===== src/rtl/cruise_speed_fsm_pkg.sv =====
// Shared definitions for the cruise-control supervisor: state encodings,
// counter direction constants and the default speed bus width.
package cruise_speed_fsm_pkg;

  typedef enum logic [2:0] {
    ST_OFF    = 3'd0,
    ST_IDLE   = 3'd1,
    ST_CRUISE = 3'd2,
    ST_ACCEL  = 3'd3
  } state_e;

  localparam logic CTR_UP      = 1'b1;
  localparam logic CTR_DOWN    = 1'b0;
  localparam int   DEF_SPEED_W = 3;

  function automatic logic is_engaged(input state_e s);
    return (s == ST_CRUISE) || (s == ST_ACCEL);
  endfunction

endpackage


===== src/rtl/cruise_speed_fsm_step_timer.sv =====
// Free-running prescaler that marks one step slot every STEP_DIV clocks;
// held at zero while clr_i is high.
module cruise_step_timer #(
  parameter int STEP_DIV = 4
) (
  input  logic clk,
  input  logic clr_i,
  output logic slot_o
);

  localparam int              CW   = $clog2(STEP_DIV);
  localparam logic [CW-1:0]   LAST = CW'(STEP_DIV - 1);

  logic [CW-1:0] cnt_q;

  always_ff @(posedge clk) begin
    if (clr_i) begin
      cnt_q <= '0;
    end else if (cnt_q == LAST) begin
      cnt_q <= '0;
    end else begin
      cnt_q <= cnt_q + 1'b1;
    end
  end

  assign slot_o = (cnt_q == LAST);

endmodule


===== src/rtl/cruise_speed_fsm.sv =====
// Cruise-control supervisor driving a speed counter's enable/mode/preset controls.
// Define CRUISE_RESUME_EN to keep the target on disengage and allow resume_btn.
module cruise_speed_fsm
  import cruise_speed_fsm_pkg::*;
#(
  parameter int SPEED_W   = DEF_SPEED_W,
  parameter int STEP_DIV  = 4,
  parameter int MIN_SPEED = 2
) (
  input  logic               clk,
  input  logic               clear,
  input  logic               power,
  input  logic               set_btn,
  input  logic               resume_btn,
  input  logic               cancel_btn,
  input  logic               brake,
  input  logic               accel_pedal,
  input  logic [SPEED_W-1:0] speed,
  output logic               ctr_enable,
  output logic               ctr_mode,
  output logic               ctr_preset,
  output logic [SPEED_W-1:0] ctr_load,
  output logic [SPEED_W-1:0] target_speed,
  output logic               cruise_on,
  output logic [2:0]         state_o
);

`ifdef CRUISE_RESUME_EN
  localparam bit RESUME_EN = 1'b1;
`else
  localparam bit RESUME_EN = 1'b0;
`endif

  localparam logic [SPEED_W-1:0] SPD_MAX = '1;
  localparam logic [SPEED_W-1:0] SPD_MIN = SPEED_W'(MIN_SPEED);

  state_e               state_q, state_d;
  logic [SPEED_W-1:0]   target_q, target_d;
  logic                 tv_q, tv_d;
  logic                 set_q, res_q;
  logic                 en_q, en_d, mode_q, mode_d, preset_q, preset_d, on_q, on_d;
  logic                 slot, timer_clr;
  logic                 set_rise, res_rise, stop, up_req, dn_req, up_ok, dn_ok;

  assign timer_clr = clear | (state_q == ST_OFF);

  cruise_step_timer #(.STEP_DIV(STEP_DIV)) u_timer (
    .clk   (clk),
    .clr_i (timer_clr),
    .slot_o(slot)
  );

  always_comb begin
    set_rise = set_btn & ~set_q;
    res_rise = resume_btn & ~res_q;
    stop     = brake | cancel_btn;
    state_d  = state_q;
    target_d = target_q;
    tv_d     = tv_q;
    up_req   = 1'b0;
    dn_req   = 1'b0;
    preset_d = 1'b0;
    case (state_q)
      ST_OFF: begin
        target_d = '0;
        tv_d     = 1'b0;
        if (power) begin
          state_d  = ST_IDLE;
          preset_d = 1'b1;
        end
      end
      ST_IDLE: begin
        if (brake)            dn_req = 1'b1;
        else if (accel_pedal) up_req = 1'b1;
        // A stop request swallows any same-cycle set/resume edge.
        if (!stop && speed >= SPD_MIN) begin
          if (set_rise) begin
            state_d  = ST_CRUISE;
            target_d = speed;
            tv_d     = 1'b1;
          end else if (RESUME_EN && res_rise && tv_q) begin
            state_d = ST_CRUISE;
          end
        end
      end
      ST_CRUISE, ST_ACCEL: begin
        if (stop) begin
          state_d = ST_IDLE;
          if (!RESUME_EN) begin
            target_d = '0;
            tv_d     = 1'b0;
          end
        end else if (state_q == ST_ACCEL) begin
          if (accel_pedal) begin
            up_req = 1'b1;
          end else begin
            state_d  = ST_CRUISE;
            target_d = speed;
          end
        end else begin
          if (set_rise)            target_d = speed;
          if (accel_pedal) begin
            state_d = ST_ACCEL;
            up_req  = 1'b1;
          end else if (speed < target_q) begin
            up_req = 1'b1;
          end else if (speed > target_q) begin
            dn_req = 1'b1;
          end
        end
      end
      default: state_d = ST_OFF;
    endcase
    if (!power) begin
      state_d  = ST_OFF;
      target_d = '0;
      tv_d     = 1'b0;
      up_req   = 1'b0;
      dn_req   = 1'b0;
      preset_d = 1'b0;
    end
    up_ok  = up_req & (speed != SPD_MAX);
    dn_ok  = dn_req & (speed != '0);
    en_d   = slot & (up_ok | dn_ok);
    mode_d = (slot & up_ok) ? CTR_UP : CTR_DOWN;
    on_d   = is_engaged(state_d);
  end

  always_ff @(posedge clk) begin
    if (clear) begin
      state_q  <= ST_OFF;
      target_q <= '0;
      tv_q     <= 1'b0;
      set_q    <= 1'b0;
      res_q    <= 1'b0;
      en_q     <= 1'b0;
      mode_q   <= 1'b0;
      preset_q <= 1'b0;
      on_q     <= 1'b0;
    end else begin
      state_q  <= state_d;
      target_q <= target_d;
      tv_q     <= tv_d;
      set_q    <= set_btn;
      res_q    <= resume_btn;
      en_q     <= en_d;
      mode_q   <= mode_d;
      preset_q <= preset_d;
      on_q     <= on_d;
    end
  end

  // The preset always loads zero, so the load bus is a constant register image.
  assign ctr_load     = '0;
  assign ctr_enable   = en_q;
  assign ctr_mode     = mode_q;
  assign ctr_preset   = preset_q;
  assign target_speed = target_q;
  assign cruise_on    = on_q;
  assign state_o      = state_q;

endmodule


===== config.mk =====
export PLATFORM = sky130hd
export DESIGN_NAME = cruise_speed_fsm
export DESIGN_NICKNAME = d
export VERILOG_FILES = /design/src/rtl/cruise_speed_fsm_pkg.sv /design/src/rtl/cruise_speed_fsm_step_timer.sv /design/src/rtl/cruise_speed_fsm.sv
export SDC_FILE = /design/constraint.sdc
export NUM_CORES = 1
export LEC_CHECK = 0
export ABC_AREA = 1
export CORE_MARGIN = 2
export CORE_UTILIZATION = 45
export DETAILED_ROUTE_END_ITERATION = 10
export GPL_TIMING_DRIVEN = 1
export MAX_ROUTING_LAYER = met4
export PLACE_DENSITY = 0.82
export SYNTH_ARGS = -nofsm -noshare
export SYNTH_HDL_FRONTEND = slang
export SYNTH_SLANG_ARGS = --single-unit

===== constraint.sdc =====
create_clock -name clk -period 1.4 [get_ports clk]
set_input_delay 0.42 -clock clk [delete_from_list [all_inputs] [get_ports clk]]
set_output_delay 0.42 -clock clk [all_outputs]
set_load 0.01 [all_outputs]

; Yosys cells after proc, flatten, opt, wreduce, memory -nomap -nowiden
; Cells that the tools add are included.
; Widths: inputs -> output; s select.
[word_totals]
ff_bits = 13
input_bits = 11
out_inout_bits = 13
word_cells = 73
[op_classes]
add_sub_neg = 1
magnitude_cmp = 3
n_eq_ne = 9
mux = 32
n_bitwise = 10
n_reduce_logical = 10
[op_table]
columns = op, n
row1 = $mux 3, 12
row2 = $pmux 3 s3, 2
row3 = $mux 1, 16
row4 = $eq 3x2->1 const B, 4
row5 = $reduce_bool 3->1, 2
row6 = $reduce_or 2->1, 3
row7 = $and 1x1->1, 5
row8 = $ne 4x4->1 const B, 1
row9 = $pmux 1 s2, 2
row10 = $eq 3x1->1 const B, 1
row11 = $ge 3x2->1 const B, 1
row12 = $gt 3x3->1, 1
row13 = $logic_not 3->1, 1
row14 = $lt 3x3->1, 1
row15 = $ne 3x3->1 const B, 1
row16 = $or 1x1->1, 3
row17 = $reduce_and 3->1, 1
row18 = $add 2x1->2 const B, 1
row19 = $eq 2x2->1 const B, 1
row20 = $ne 2x2->1 const B, 1
row21 = $not 1->1, 2
row22 = $logic_and 1x1->1, 1
row23 = $logic_not 1->1, 1
row24 = $logic_or 1x1->1, 1

; Longest topological paths before layout
; Gate-level depths: netlist of run 1.
[logic_depth]
ltp_word = 11
depth_mapped = 9
ltp_nobuf = 9

; Cells and area by module
; A second synthesis of run 1 with hierarchy kept.
[hier_totals]
hier_cells = 129
area_unflattened_um2 = 825.8
[by_module_without_submodules]
columns = module, instances, cells_per_inst, area_each_um2, seq_area_each_um2
row1 = cruise_speed_fsm, 1, 120, 750.7, 220.2
row2 = cruise_step_timer, 1, 9, 75.1, 40.0

; Least setup slack after synthesis of run 1
; OpenSTA, ideal clock, no wires.
[synth_timing]
path_kind = register to register
startpoint = reg target_q[2] (netlist: target_speed[2])
endpoint = reg en_q (netlist: ctr_enable)
setup_time_ps = 114
arrival_time_ps = 1147
t_required_ps = 1286
setup_slack_ps = 138
path_stages_with_launch = 9
n_path_buf = 0
period_less_slack_ps = 1262
path_cell_list = dfxtp_1 > inv_1 > ha_1 > a21oi_1 > o21ai_0 > nand2_1 > o21ai_1 > nand2_1 > nand2_1
[synth_between]
elab_chain_len = 11
word_cells_on_any_way = 19
cone_classes = order compare (2) / mux (13) / bitwise (4)
[synth_lines]
columns = item, line
row1 = "start, declared", cruise_speed_fsm.sv:38  ; logic [SPEED_W-1:0] target_q, target_d;
row2 = "start signal, assigned", cruise_speed_fsm.sv:142  ; target_q <= target_d;
row3 = $gt 3x3->1, cruise_speed_fsm.sv:107  ; end else if (speed > target_q) begin
row4 = $mux 1, cruise_speed_fsm.sv:107
row5 = $mux 1, cruise_speed_fsm.sv:105  ; end else if (speed < target_q) begin
row6 = $mux 1, cruise_speed_fsm.sv:102  ; if (accel_pedal) begin
row7 = $mux 1, cruise_speed_fsm.sv:93  ; end else if (state_q == ST_ACCEL) begin
row8 = $mux 1, cruise_speed_fsm.sv:87  ; if (stop) begin
row9 = $pmux 1 s2, cruise_speed_fsm.sv:63  ; case (state_q)
row10 = $mux 1, cruise_speed_fsm.sv:114  ; if (!power) begin
row11 = $and 1x1->1, cruise_speed_fsm.sv:123  ; dn_ok = dn_req & (speed != '0);
row12 = $or 1x1->1 *, cruise_speed_fsm.sv:124  ; en_d = slot & (up_ok | dn_ok);
row13 = $and 1x1->1 *, cruise_speed_fsm.sv:124
row14 = "end signal, assigned", cruise_speed_fsm.sv:146  ; en_q <= en_d;
row15 = "end, declared", cruise_speed_fsm.sv:41  ; logic en_q, en_d, mode_q, mode_d, preset_q, preset_d, on_q, on_d;
; Mark *: on every way between the ends. The rest lies on a longest branch, timed or not.
; A chain may end at the register's enable or synchronous reset.

; Final worst setup path of run 1
[layout_timing]
startpoint = in set_btn
endpoint = reg target_q[1] (netlist: target_speed[1])
[layout_between]
elab_chain_len = 5
word_cells_on_any_way = 6
cone_classes = mux (5) / bitwise (1)
[layout_lines]
columns = item, line
row1 = "start, declared", cruise_speed_fsm.sv:13  ; input logic set_btn,
row2 = $and 1x1->1 *, cruise_speed_fsm.sv:54  ; set_rise = set_btn & ~set_q;
row3 = $mux 3 *, -
row4 = $mux 3 (2 in series), -
row5 = $pmux 3 s3 *, -
; Mark *: on every way between the ends. The rest lies on a longest branch, timed or not. The select of a mux whose other input is x is not followed.

==> results of run 1 <==
-- critical path: stages --
cell and delay (ns):
clkdlybuf4s50_1 0.49, buf_4 0.13, nand3_1 0.10, nand2_1 0.10, nand2_1 0.07, nand2_1 0.07
nand2_1 0.06, a21oi_2 0.13
-- final cells by class --
class	count	area, µm²
inverter	18	67.56
multi-input combinational	97	510.5
clock buffer	3	22.52
tap	25	31.28
timing repair buffer	36	306.5
sequential	13	265.3
fill	153	499.2
clock inverter	1	5.005
-- routing by layer --
layer / share of wire / up-vias
met3: 0.061 / 8
met5: 0 / -
met1: 0.39 / 432
met2: 0.53 / 38
met4: 0.017 / 0
li1: - / 475
-- state kept, by name, indices dropped and copies added, names as in the netlist --
register	flops
cruise_on	1
ctr_enable	1
ctr_mode	1
ctr_preset	1
set_q	1
state_o	3
target_speed	3
u_timer.cnt_q	2
-- repair_timing --
action | in CTS | in global routing
setup endpoints to repair | 16 | 7
endpoints found under the hold margin | 0 | 0
buffers inserted | 0 | 0
resized for setup | 16 | 10
pin swaps | 6 | 2
-- kinds of logic after synthesis --
| logic type | count (synthesis) |
|---|---|
| flops | 13 |
| other cells | 1 |
| compound gates | 14 |
| simple gates | 75 |
| buf+inv | 21 |
| fa+ha+maj | 4 |
-- worst paths after layout --
path / endpoint / depth (start not counted)
max: target_speed[1] / 8
min reg2reg: u_timer.cnt_q[0] / 1
min: u_timer.cnt_q[0] / 1
max reg2reg: target_speed[1] / 8
-- metrics by stage --
stage,setup TNS (ns),instances,total power [mW]
3_3_place_gp,-2.089,189,0.5481
2_1_floorplan,0,131,0.4702
5_1_grt,-0.02649,193,0.8337
3_5_place_dp,-2.428,189,0.5547
4_1_cts,0,193,0.7893
6_report,0,193,0.7951
-- power groups by stage --
stage	sequential, mW	combinational [mW]	clock, mW
2_1_floorplan	0.397	0.0733	0
3_3_place_gp	0.392	0.156	0
3_5_place_dp	0.393	0.162	0
4_1_cts	0.384	0.161	0.244
5_1_grt	0.384	0.188	0.262
6_report	0.382	0.170	0.242
-- synth_stat cells --
| cell | number | area [µm²] |
|---|---|---|
| a21oi_1 | 6 | 30.03 |
| a31oi_1 | 1 | 6.260 |
| and3_1 | 1 | 6.260 |
| buf_4 | 3 | 22.52 |
| clkinv_1 | 1 | 3.750 |
| conb_1 | 1 | 3.750 |
| dfxtp_1 | 13 | 260.3 |
| ha_1 | 4 | 50.05 |
| inv_1 | 13 | 48.80 |
| inv_2 | 4 | 15.01 |
| nand2_1 | 37 | 138.9 |
| nand2_2 | 1 | 6.260 |
| nand2_4 | 1 | 11.26 |
| nand3_1 | 9 | 45.04 |
| nand3_2 | 2 | 20.02 |
| nand4_1 | 1 | 6.260 |
| nor2_1 | 19 | 71.32 |
| nor2_2 | 2 | 12.51 |
| nor2_4 | 2 | 22.52 |
| o21ai_0 | 4 | 20.02 |
| o21ai_1 | 3 | 15.01 |
==> results.md, run 1 <==
- Mapped Area: 815.8 µm²
- Starting Density: 0.4777
- Total number of vias: 953
- Library cells used by synthesis: 21
- Worst hold start: u_timer.cnt_q[0]
- Final min period: 1.352 ns
- Commonest cells after routing, fill and taps aside: 36 x nand2_1, 18 x nor2_1, 17 x buf_4, 13 x inv_1, 13 x dlygate4sd2_1
- Psw: 0.2308 mW
- Critical Path Source Type: input pin
- Final period util: 0.9656
- Cell Pwr Density: 657.8 nW/µm²
- Port bufs: 19
- Layout area overhead: 48.16%
- DRT Pass-1 Iters: 4
- HPWL Detailed: 1703 µm
- Die height: 46.58 µm
- Post-route cell area: 1209 µm²
- Setup CP Type: in2reg
- Critical R2R Launch: state_o[1]
- Worst EP arrival: 1.57 ns
- Fin worst setup slack: 0.04816 ns
- Worst VDD drop: 613.2 µV
- Residual DRC: 0
- Seq cells post-synth: 13
- Yosys Warn Count: 0
- TritonCTS clock tree: yes
- Slew Viols, Final: 0
- CP Capture Type: register
- Num CTS Buffers: 3
- Max-cap violations: 0
- Gate power share: 0.214
- Hold slack: 0.4241 ns
- Sw Share: 0.2903
- Placed Area: 1154 µm²
- Status: finished clean
- Main combinational cell family by area after synthesis: simple AND/OR/NAND/NOR gates
- Detailed-route wire length: 2289 µm
- ANT nets after route: 0
- Clock Skew: 0.003987 ns
- RSZ-0062 raised after global routing: yes
- # rows: 15
- Multiplexer share of the synthesized area: 0
- H-tree lvl count: 1
- Seq/Total Area, Yosys: 0.3190
- RD Place Congestion: 0.8948
- Met2 global-route usage: 0.4139
- Internal Power: 0.5643 mW
- Ant. Diodes: 0
- Clk pin slew, worst setup/hold paths: 0.08 ns
- Post-Synth Adder-Cell Area: 0.06135
- Commonest non-fill, non-tap cell in the layout: nand2_1
- # IOs: 24
- Vias per cell: 4.938
- Drt wl/cell: 11.86 µm
- Routing usage on met1: 0.2290
- Setup WS pre-CTS: -0.3750 ns
- Total grt overflow: 0
- Fmax: 739.7 MHz
- Final hold vios: 0
- Met3 Use GR: 0.07059
- Crit path from: set_btn
- Post-Syn Instances: 128
- Sink Count: 13
- Layout cells sized above 1: 0.2500
- Initial antenna violation count: 0
- Hold Path Class: reg2reg
- CTS Hold Bufs: 0
- P_leak: 0.6704 nW
- Total global-route track usage: 0.2332
- Clock Power Share: 0.305
- Fin util: 0.7077
- Simple-gate area share of the yosys netlist: 0.4172
- Bufs on Longest Clock Path: 2
- Worst reg2reg setup slack: 0.08 ns
- Clk Latency, worst-skew pair: 0.29 ns
- Area of the core: 1708 µm²
- Final nets: 184
- First-pass GRT wire length: 3532 µm
- Largest net degree at the start of global routing: 9
- Synth Area per Inst: 6.373 µm²
- Final setup fails: 0
- Die width: 46.58 µm
- Synth Area in XOR/XNOR: 0
- Full die area: 2169 µm²
- Vias in the first global route: 967
- Synthesized-area fraction occupied by ao, oa, aoi and oai cells: 0.08742
- Flop pwr share: 0.481
- Worst path required time: 1.62 ns
- Grt peak-use layer: met2
- Clock root buffer: clkbuf_4
- Worst Path Max Fanout: 3
- Iter 0 DRT Violations: 30
Note: power is estimated with default switching activity, not from simulation.
==> inputs of run 2 (changes only) <==
--- a/config.mk
+++ b/config.mk
@@ -6,12 +6,12 @@
 export NUM_CORES = 1
 export LEC_CHECK = 0
 export ABC_AREA = 1
-export CORE_MARGIN = 2
 export CORE_UTILIZATION = 45
 export DETAILED_ROUTE_END_ITERATION = 10
 export GPL_TIMING_DRIVEN = 1
 export MAX_ROUTING_LAYER = met4
 export PLACE_DENSITY = 0.82
+export RECOVER_POWER = 100
 export SYNTH_ARGS = -nofsm -noshare
 export SYNTH_HDL_FRONTEND = slang
 export SYNTH_SLANG_ARGS = --single-unit
==> results.md, run 2 (synthesis results as in run 1) <==
- Status: finished clean
- Clock root buffer: clkbuf_4
- First-pass GRT wire length: 3477 µm (-1.6%)
- CP Capture Point: target_speed[1]
- DP Cell Count: 190 (+0.53%)
- HPWL Detailed: 1669 µm (-2.0%)
- CP Capture Type: register
- Initial antenna violation count: 0 (unchanged)
- Clock Skew: 0.01203 ns (+0.008040 ns)
- Hold Path Class: reg2reg
- Fin worst setup slack: 0.02812 ns (-0.02004 ns)
- ANT nets after route: 0 (unchanged)
- Post-CTS setup buffer count: 0 (unchanged)
- Total grt overflow: 0 (unchanged)
- Worst VDD drop: 667.8 µV (+8.9%)
- Drt wl/cell: 11.32 µm (-4.5%)
- Vias in the first global route: 936 (-3.2%)
- H-tree lvl count: 1 (unchanged)
- Worst EP arrival: 1.59 ns (+0.02 ns)
- Final hold vios: 0 (unchanged)
- CTS Hold Bufs: 0 (unchanged)
- Iter 0 DRT Violations: 44 (+47%)
- Worst reg2reg setup slack: 0.12 ns (+0.04 ns)
- Fillers: 140 (-8.5%)
- Largest net degree at the start of global routing: 8 (-1)
- Hold slack: 0.4270 ns (+0.002924 ns)
- Die height: 44.58 µm (-4.3%)
- Multi-input gate area: 506.7 µm² (-0.74%)
- Bufs on Longest Clock Path: 2 (unchanged)
- Crit path from: cancel_btn
- Cell Pwr Density: 663.0 nW/µm² (+0.79%)
- Num CTS Buffers: 3 (unchanged)
- Final period util: 0.9799 (+0.01432)
- Total number of vias: 962 (+0.94%)
- Clk Latency, worst-skew pair: 0.29 ns (about the same)
- Detailed-route wire length: 2197 µm (-4.0%)
- Final min period: 1.372 ns (+0.02004 ns)
- # rows: 15 (unchanged)
- Full die area: 1987 µm² (-8.4%)
- Ant. Diodes: 0 (unchanged)
- Final setup fails: 0 (unchanged)
- Hold depth: 1 (unchanged)
- Max-cap violations: 0 (unchanged)
- Worst Path Max Fanout: 3 (unchanged)
- Clk pin slew, worst setup/hold paths: 0.09 ns (about the same)
- Critical R2R Launch: target_speed[1]
- Area of the core: 1708 µm² (unchanged)
- Reg2reg end: ctr_enable
- Setup CP Type: in2reg
- Critical Path Source Type: input pin
- RD Place Congestion: 0.8971 (+0.26%)
- TritonCTS clock tree: yes
- Port bufs: 19 (unchanged)
- Pwr Total: 0.7947 mW (about the same)
- Sink Count: 13 (unchanged)
- Fmax: 728.9 MHz (-1.5%)
- Sequential cell area: 262.8 µm² (-0.94%)
- Final Non-Filler Cells: 194 (+0.52%)
- Fin util: 0.7018 (-0.005860)
- Vias per cell: 4.959 (+0.42%)
- Post-route cell area: 1199 µm² (-0.83%)
- Commonest non-fill, non-tap cell in the layout: nand2_1
- Starting Density: 0.4777 (unchanged)
- Die width: 44.58 µm (-4.3%)
- P_leak: 0.6518 nW (-2.8%)
- Worst path required time: 1.62 ns (about the same)
- Residual DRC: 0 (unchanged)
- Total global-route track usage: 0.2502 (+0.01705)
- Commonest cells after routing, fill and taps aside: 36 x nand2_1, 18 x nor2_1, 17 x buf_4, 14 x dlygate4sd2_1, 13 x inv_1
- Final nets: 185 (+0.54%)
- # IOs: 24 (unchanged)
- Setup WS pre-CTS: -0.3828 ns (-0.007759 ns)
- Layout area overhead: 46.93%
- DRT Pass-1 Iters: 4 (unchanged)
- Setup TNS: 0 ns (unchanged)
- Slew Viols, Final: 0 (unchanged)
- Placed Area: 1161 µm² (+0.65%)
- Layout cells sized above 1: 0.2249 (-0.02515)
- R2R depth: 8 (unchanged)
run 2: cell types whose count changed in the layout (fill, tap and decap cells not counted), moves of 2 or more:
cell,before,now
a21oi_1,4,6
a21oi_2,2,0
clkbuf_1,0,2
dlymetal6s2s_1,2,0
run 2: layout make-up:
class | instances | area share
Multi-Input combinational cell | 97 | 0.4228
Timing Repair Buffer | 37 | 0.2537
Sequential cell | 13 | 0.2192
Inverter | 18 | 0.05637
Tap cell | 25 | 0.02610
Clock buffer | 4 | 0.02192
run 2: metal layers:
layer,GRT usage,vias up,wire length (µm),share of wire
met4,0.1697,0,53,0.024
met2,0.4206,42,1113,0.51
met3,0.06531,7,143,0.065
met1,0.2519,438,887,0.40
met5,-,-,0,0
li1,-,475,-,-
run 2: how the worst min path moves through the flow:
stage | startpoint | to | slack [ns]
5_1_grt | u_timer.cnt_q[0] | u_timer.cnt_q[0] | 0.46
3_3_place_gp | u_timer.cnt_q[0] | u_timer.cnt_q[0] | 0.41
4_1_cts | u_timer.cnt_q[0] | u_timer.cnt_q[0] | 0.44
2_1_floorplan | u_timer.cnt_q[0] | u_timer.cnt_q[0] | 0.40
6_report | u_timer.cnt_q[0] | u_timer.cnt_q[0] | 0.43
3_5_place_dp | u_timer.cnt_q[0] | u_timer.cnt_q[0] | 0.43
run 2: critical path, cell delays in order:
cell	delay [ns]
clkdlybuf4s50_1	0.46
inv_1	0.08
nand2_1	0.10
nor2_2	0.13
nor2_1	0.06
nor2_2	0.14
nand2_1	0.07
a21oi_1	0.13
run 2: what timing repair did:
item,CTS,global route
pin swaps,3,1
resized for setup,17,4
endpoints found under the setup margin,15,8
run 2: report_power, final:
part           internal, mW  switching (mW)
Clock                 0.111           0.132
Sequential            0.379         0.00415
Combinational        0.0792          0.0889
Total                 0.570           0.225
==> patch 1, RTL diff (flow settings as in run 2) <==
Change the localparam `RESUME_EN` from 1'b0 to 1'b1.
--- a/src/rtl/cruise_speed_fsm.sv
+++ b/src/rtl/cruise_speed_fsm.sv
@@ -29,5 +29,5 @@
   localparam bit RESUME_EN = 1'b1;
 `else
-  localparam bit RESUME_EN = 1'b0;
+  localparam bit RESUME_EN = 1'b1;
 `endif
 
Formal check against the unedited RTL: not equivalent (a bounded check fails within 4 cycles, from zero or initial values).
==> patch 1 against run 2 <==
- sequential power grew 15%
- via count is 13% lower
- sequential cell count up 2
- synthesized area down 2.9%
- clock skew is 7.5 ps lower
- final area is 2.4% lower
- critical endpoint is now target_speed[0]
- highest routed layer unchanged
- first-iteration DRC count fell by 66%
- largest cell class unchanged
- worst setup slack improved by 37 ps
- cell count down 12%
- the flow now finishes with violations (DRC)
- total power rose by 6.0%
- synthesized cell count shrank 9.4%
- routed wire length fell by 19%
- count of clock-buffer cells in the layout down 1
- critical path type is now flip-flop to output port
==> patch 1: results (changes against run 2) <==
* Max H-tree Level at 1 (unchanged)
* Outcome: finished with violations
* Routed wl met3 at 105 um (-27%)
* Overall Global Routing Usage at 22.1% (-3.0 points)
* Compound-Gate Fraction of Synth Area at 10.6% (+1.8 points)
* Routed length per instance at 10.5 um (-7.5%)
* Leakage at 0.621 nW (-4.7%)
* Layout filler cell count at 119 (-15%)
* Crit path arrival time at 920 ps (-670 ps)
* Via density at 4.93 (-0.59%)
* Layout cells sized above 1 at 22.1% (-0.41 points)
* First-pass GRT wire length at 3.05 mm (-12%)
* CTS Buffer Depth at 2 (unchanged)
* Detailed Route WL at 1.78 mm (-19%)
* Port Buffers at 20 (+1)
* CP max-delay cell: dfxtp_1
* Area contributors post-synth: dfxtp_1, nand2_1, inv_1
* CP max stage delay at 380 ps (-80 ps)
* Met1 WL at 757 um (-15%)
* Global-route met3 utilization at 6.25% (-0.28 points)
* Largest net degree at the start of global routing at 10 (+2)
* Primary FF master, synth: dfxtp_1
* Top post-synthesis cells by count: nand2_1, inv_1, dfxtp_1, nor2_1, a21oi_1
* M1 GR Usage at 24.2% (-1.0 points)
* R2r setup slk at 120 ps (about the same)
* Met2 Use GR at 38.2% (-3.8 points)
* First-pass iteration count of the detailed router at 7 (+3)
* DRT iter0 DRCs at 15 (-66%)
* GP Congestion at 0.876 (-2.3%)
* Post-synthesis adder-cell area fraction at 6.32% (+0.18 points)
* HPWL after DPL at 1.41 mm (-16%)
* Seq/Total Area, Yosys at 37.9% (+6.0 points)
* DRC viols at 2 (+2)
* Synth unique cells at 20 (-4.8%)
* DR WL met2 at 894 um (-20%)
* Syn_area_per_cell at 6.83 um2 (+7.1%)
* Skew final at 4.52 ps (-7.51 ps)
* Worst Hold Slack at 421 ps (-5.76 ps)
* Failing checks: DRC
* Placed cells at 166 (-13%)
* Maximum VDD drop at 0.567 mV (-15%)
* Top delay family on crit path: flip-flops
patch 1: changes by cell type after synthesis, sizes merged, moves of 3 or more:
cell   before  now
nand4       1    4
inv        17   22
nand3      11    6
nand2      39   26
nor2       23   18
patch 1: repair_timing:
item	CTS	global route
cloned	0	0
setup endpoints to repair	18	7
pin swaps	3	6
gates resized for setup	18	8
patch 1: where the power goes:
part / internal (mW) / leakage (nW) / switching (mW) / total (mW)
Sequential: 0.437 / 0.123 / 0.00380 / 0.441
Combinational: 0.0731 / 0.481 / 0.0738 / 0.147
Clock: 0.106 / 0.0177 / 0.149 / 0.255
Total: 0.616 / 0.621 / 0.226 / 0.843
patch 1: area by class of cell:
| cell class | instances | area (um2) | share of cell area, % |
|---|---|---|---|
| Multi-Input combinational cell | 79 | 439 | 37.5 |
| Sequential cell | 15 | 302 | 25.8 |
| Timing Repair Buffer | 34 | 299 | 25.6 |
| Inverter | 22 | 82.6 | 7.06 |
| Clock buffer | 3 | 22.5 | 1.93 |
| Tap cell | 16 | 20.0 | 1.71 |
| Clock inverter | 1 | 5.00 | 0.428 |
patch 1: through the flow:
stage	cell area [um2]	setup TNS [ps]	setup slack [ps]
floorplan	803	0	125
global placement	1110	-2750	-381
detailed placement	1110	-3460	-576
CTS	1150	-3.76	-3.76
global route	1170	0	10.7
finish	1170	0	64.7
patch 1: how the worst max path moves through the flow:
stage,startpoint,endpoint,cells after the start
after floorplan,speed[2],ctr_enable,6
after global placement,speed[2],ctr_enable,7
after detailed placement,speed[2],ctr_enable,7
after CTS,brake,target_speed[1],7
after global routing,target_speed[2],ctr_enable,8
final,target_speed[0],target_speed[0],1
==> patch 2, RTL diff (config.mk and constraints of run 2) <==
Made on the original files. Register the output `ctr_enable` once more, without a reset; this adds one clock of latency there. The other outputs are not delayed to match.
--- a/src/rtl/cruise_speed_fsm.sv
+++ b/src/rtl/cruise_speed_fsm.sv
@@ -153,5 +153,7 @@
   // The preset always loads zero, so the load bus is a constant register image.
   assign ctr_load     = '0;
-  assign ctr_enable   = en_q;
+  always_ff @(posedge clk) begin
+    ctr_enable <= en_q;
+  end
   assign ctr_mode     = mode_q;
   assign ctr_preset   = preset_q;
Check against the original RTL: not equivalent (a bounded check fails within 10 cycles, from zero or initial values).
==> patch 2 against run 2 <==
- routed wire length decreased by 6.6%
- worst setup slack improved by 4.7 ps
- synthesized cell count increased by 3.9%
- die area increased by 2.2%
- hold slack got worse by 87 ps
- sequential cell count increased by 1
- total power increased by 14%
- core utilization increased by 0.40 points
- synthesized area increased by 2.3%
- sequential power increased by 8.1%
- final area increased by 1.7%
- global-route usage decreased by 0.58 points
- largest cell class unchanged
- highest routed layer unchanged
==> patch 2: results (changes against run 2) <==
* Post-synthesis adder-cell area fraction at 6.00% (-0.14 points)
* Max H-tree Level at 1 (unchanged)
* Port Buffers at 19 (unchanged)
* Top post-synthesis cells by count: nand2_1, nor2_1, inv_1, dfxtp_1, nand3_1
* Synth Warn # at 0 (unchanged)
* Synth unique cells at 17 (-19%)
* First-pass iteration count of the detailed router at 4 (unchanged)
* Leakage at 0.669 nW (+2.7%)
* DRT iter0 DRCs at 27 (-39%)
* Post-layout net count at 188 (+1.6%)
* First-pass GRT wire length at 3.39 mm (-2.6%)
* Top delay family on crit path: flip-flops
* Outcome: finished clean
* CTS Buffer Depth at 2 (unchanged)
* Area contributors post-synth: dfxtp_1, nand2_1, nor2_1
* Largest net degree at the start of global routing at 9 (+1)
* Via count at 927 (-3.6%)
* Detailed Route WL at 2.05 mm (-6.6%)
* HPWL after DPL at 1.62 mm (-3.2%)
* Overall Global Routing Usage at 24.4% (-0.58 points)
* Vias in the first global route at 792 (-15%)
* Layout cells sized above 1 at 19.8% (-2.7 points)
* Crit path arrival time at 950 ps (-640 ps)
* CP max-delay cell: dfxtp_1
* GP Congestion at 0.905 (+0.87%)
* Root Buffer: clkbuf_4
* Maximum VDD drop at 0.485 mV (-27%)
* Primary FF master, synth: dfxtp_1
* Skew final at 6.16 ps (-5.86 ps)
* Num CTS Buffers at 3 (unchanged)
* CP max stage delay at 370 ps (-90 ps)
* Seq/Total Area, Yosys at 33.6% (+1.7 points)
* Placed cell area at 0.00116 mm2 (+0.32%)
[patch 2: changes by cell type after synthesis, moves of 2 or more]
cell             run 2  this run
nand2_2              1         3
nor2_1              19        23
nand3_1              9        12
o21ai_1              3         0
inv_1               13        17
nand3b_1             0         2
[patch 2: layout make-up]
class                      instances  area [um2]
timing repair buffer              35         293
fill                             145         508
tap                               25        31.3
sequential                        14         283
clock buffer                       4        36.3
inverter                          20        75.1
multi-input combinational         99         500
[patch 2: where the power goes]
part	switching [mW]	leakage (nW)	internal [mW]	total, mW
Combinational	0.0970	0.533	0.0865	0.184
Sequential	0.00558	0.115	0.410	0.415
Clock	0.145	0.0210	0.159	0.303
[patch 2: what timing repair did]
action,CTS,global route
pin swaps,1,1
endpoints found under the setup margin,15,6
resized for setup,16,4
[patch 2: path summary, 6_finish.rpt]
| path | from | to | slack (ps) | cells after the start |
|---|---|---|---|---|
| max | target_speed[2] | target_speed[2] | 30 | 1 |
| min | en_q | ctr_enable | 340 | 0 |
| max reg2reg | target_speed[2] | en_q | 80 | 7 |
| min reg2reg | en_q | ctr_enable | 340 | 0 |
[patch 2: cell families (layout without fill, tap and decap cells)]
logic type	count (synthesis)	in the layout
AND/OR/NAND/NOR	82	82
buffers and inverters	23	59
flip-flops	14	14
AO/OA/AOI/OAI	9	9
adder cells (fa/ha/maj)	4	4
other	1	4
[patch 2: layer usage]
layer / GRT usage [%] / wire length, um / part of all wire (%)
met1: 29.3 / 934 / 45
met2: 38.8 / 986 / 48
met3: 5.60 / 82 / 4.0
met4: 10.9 / 49 / 2.4
met5: - / 0 / 0
[patch 2: stage by stage]
step	instances	total power [mW]	utilization, %	hold WS [ps]	setup WS [ps]
2_1_floorplan	136	0.514	-	310	147
3_5_place_dp	193	0.603	67.5	325	-438
4_1_cts	197	0.903	70.2	346	19.8
5_1_grt	197	0.945	70.6	352	12.7
6_report	197	0.902	70.6	340	32.8
3_3_place_gp	193	0.594	67.5	313	-349
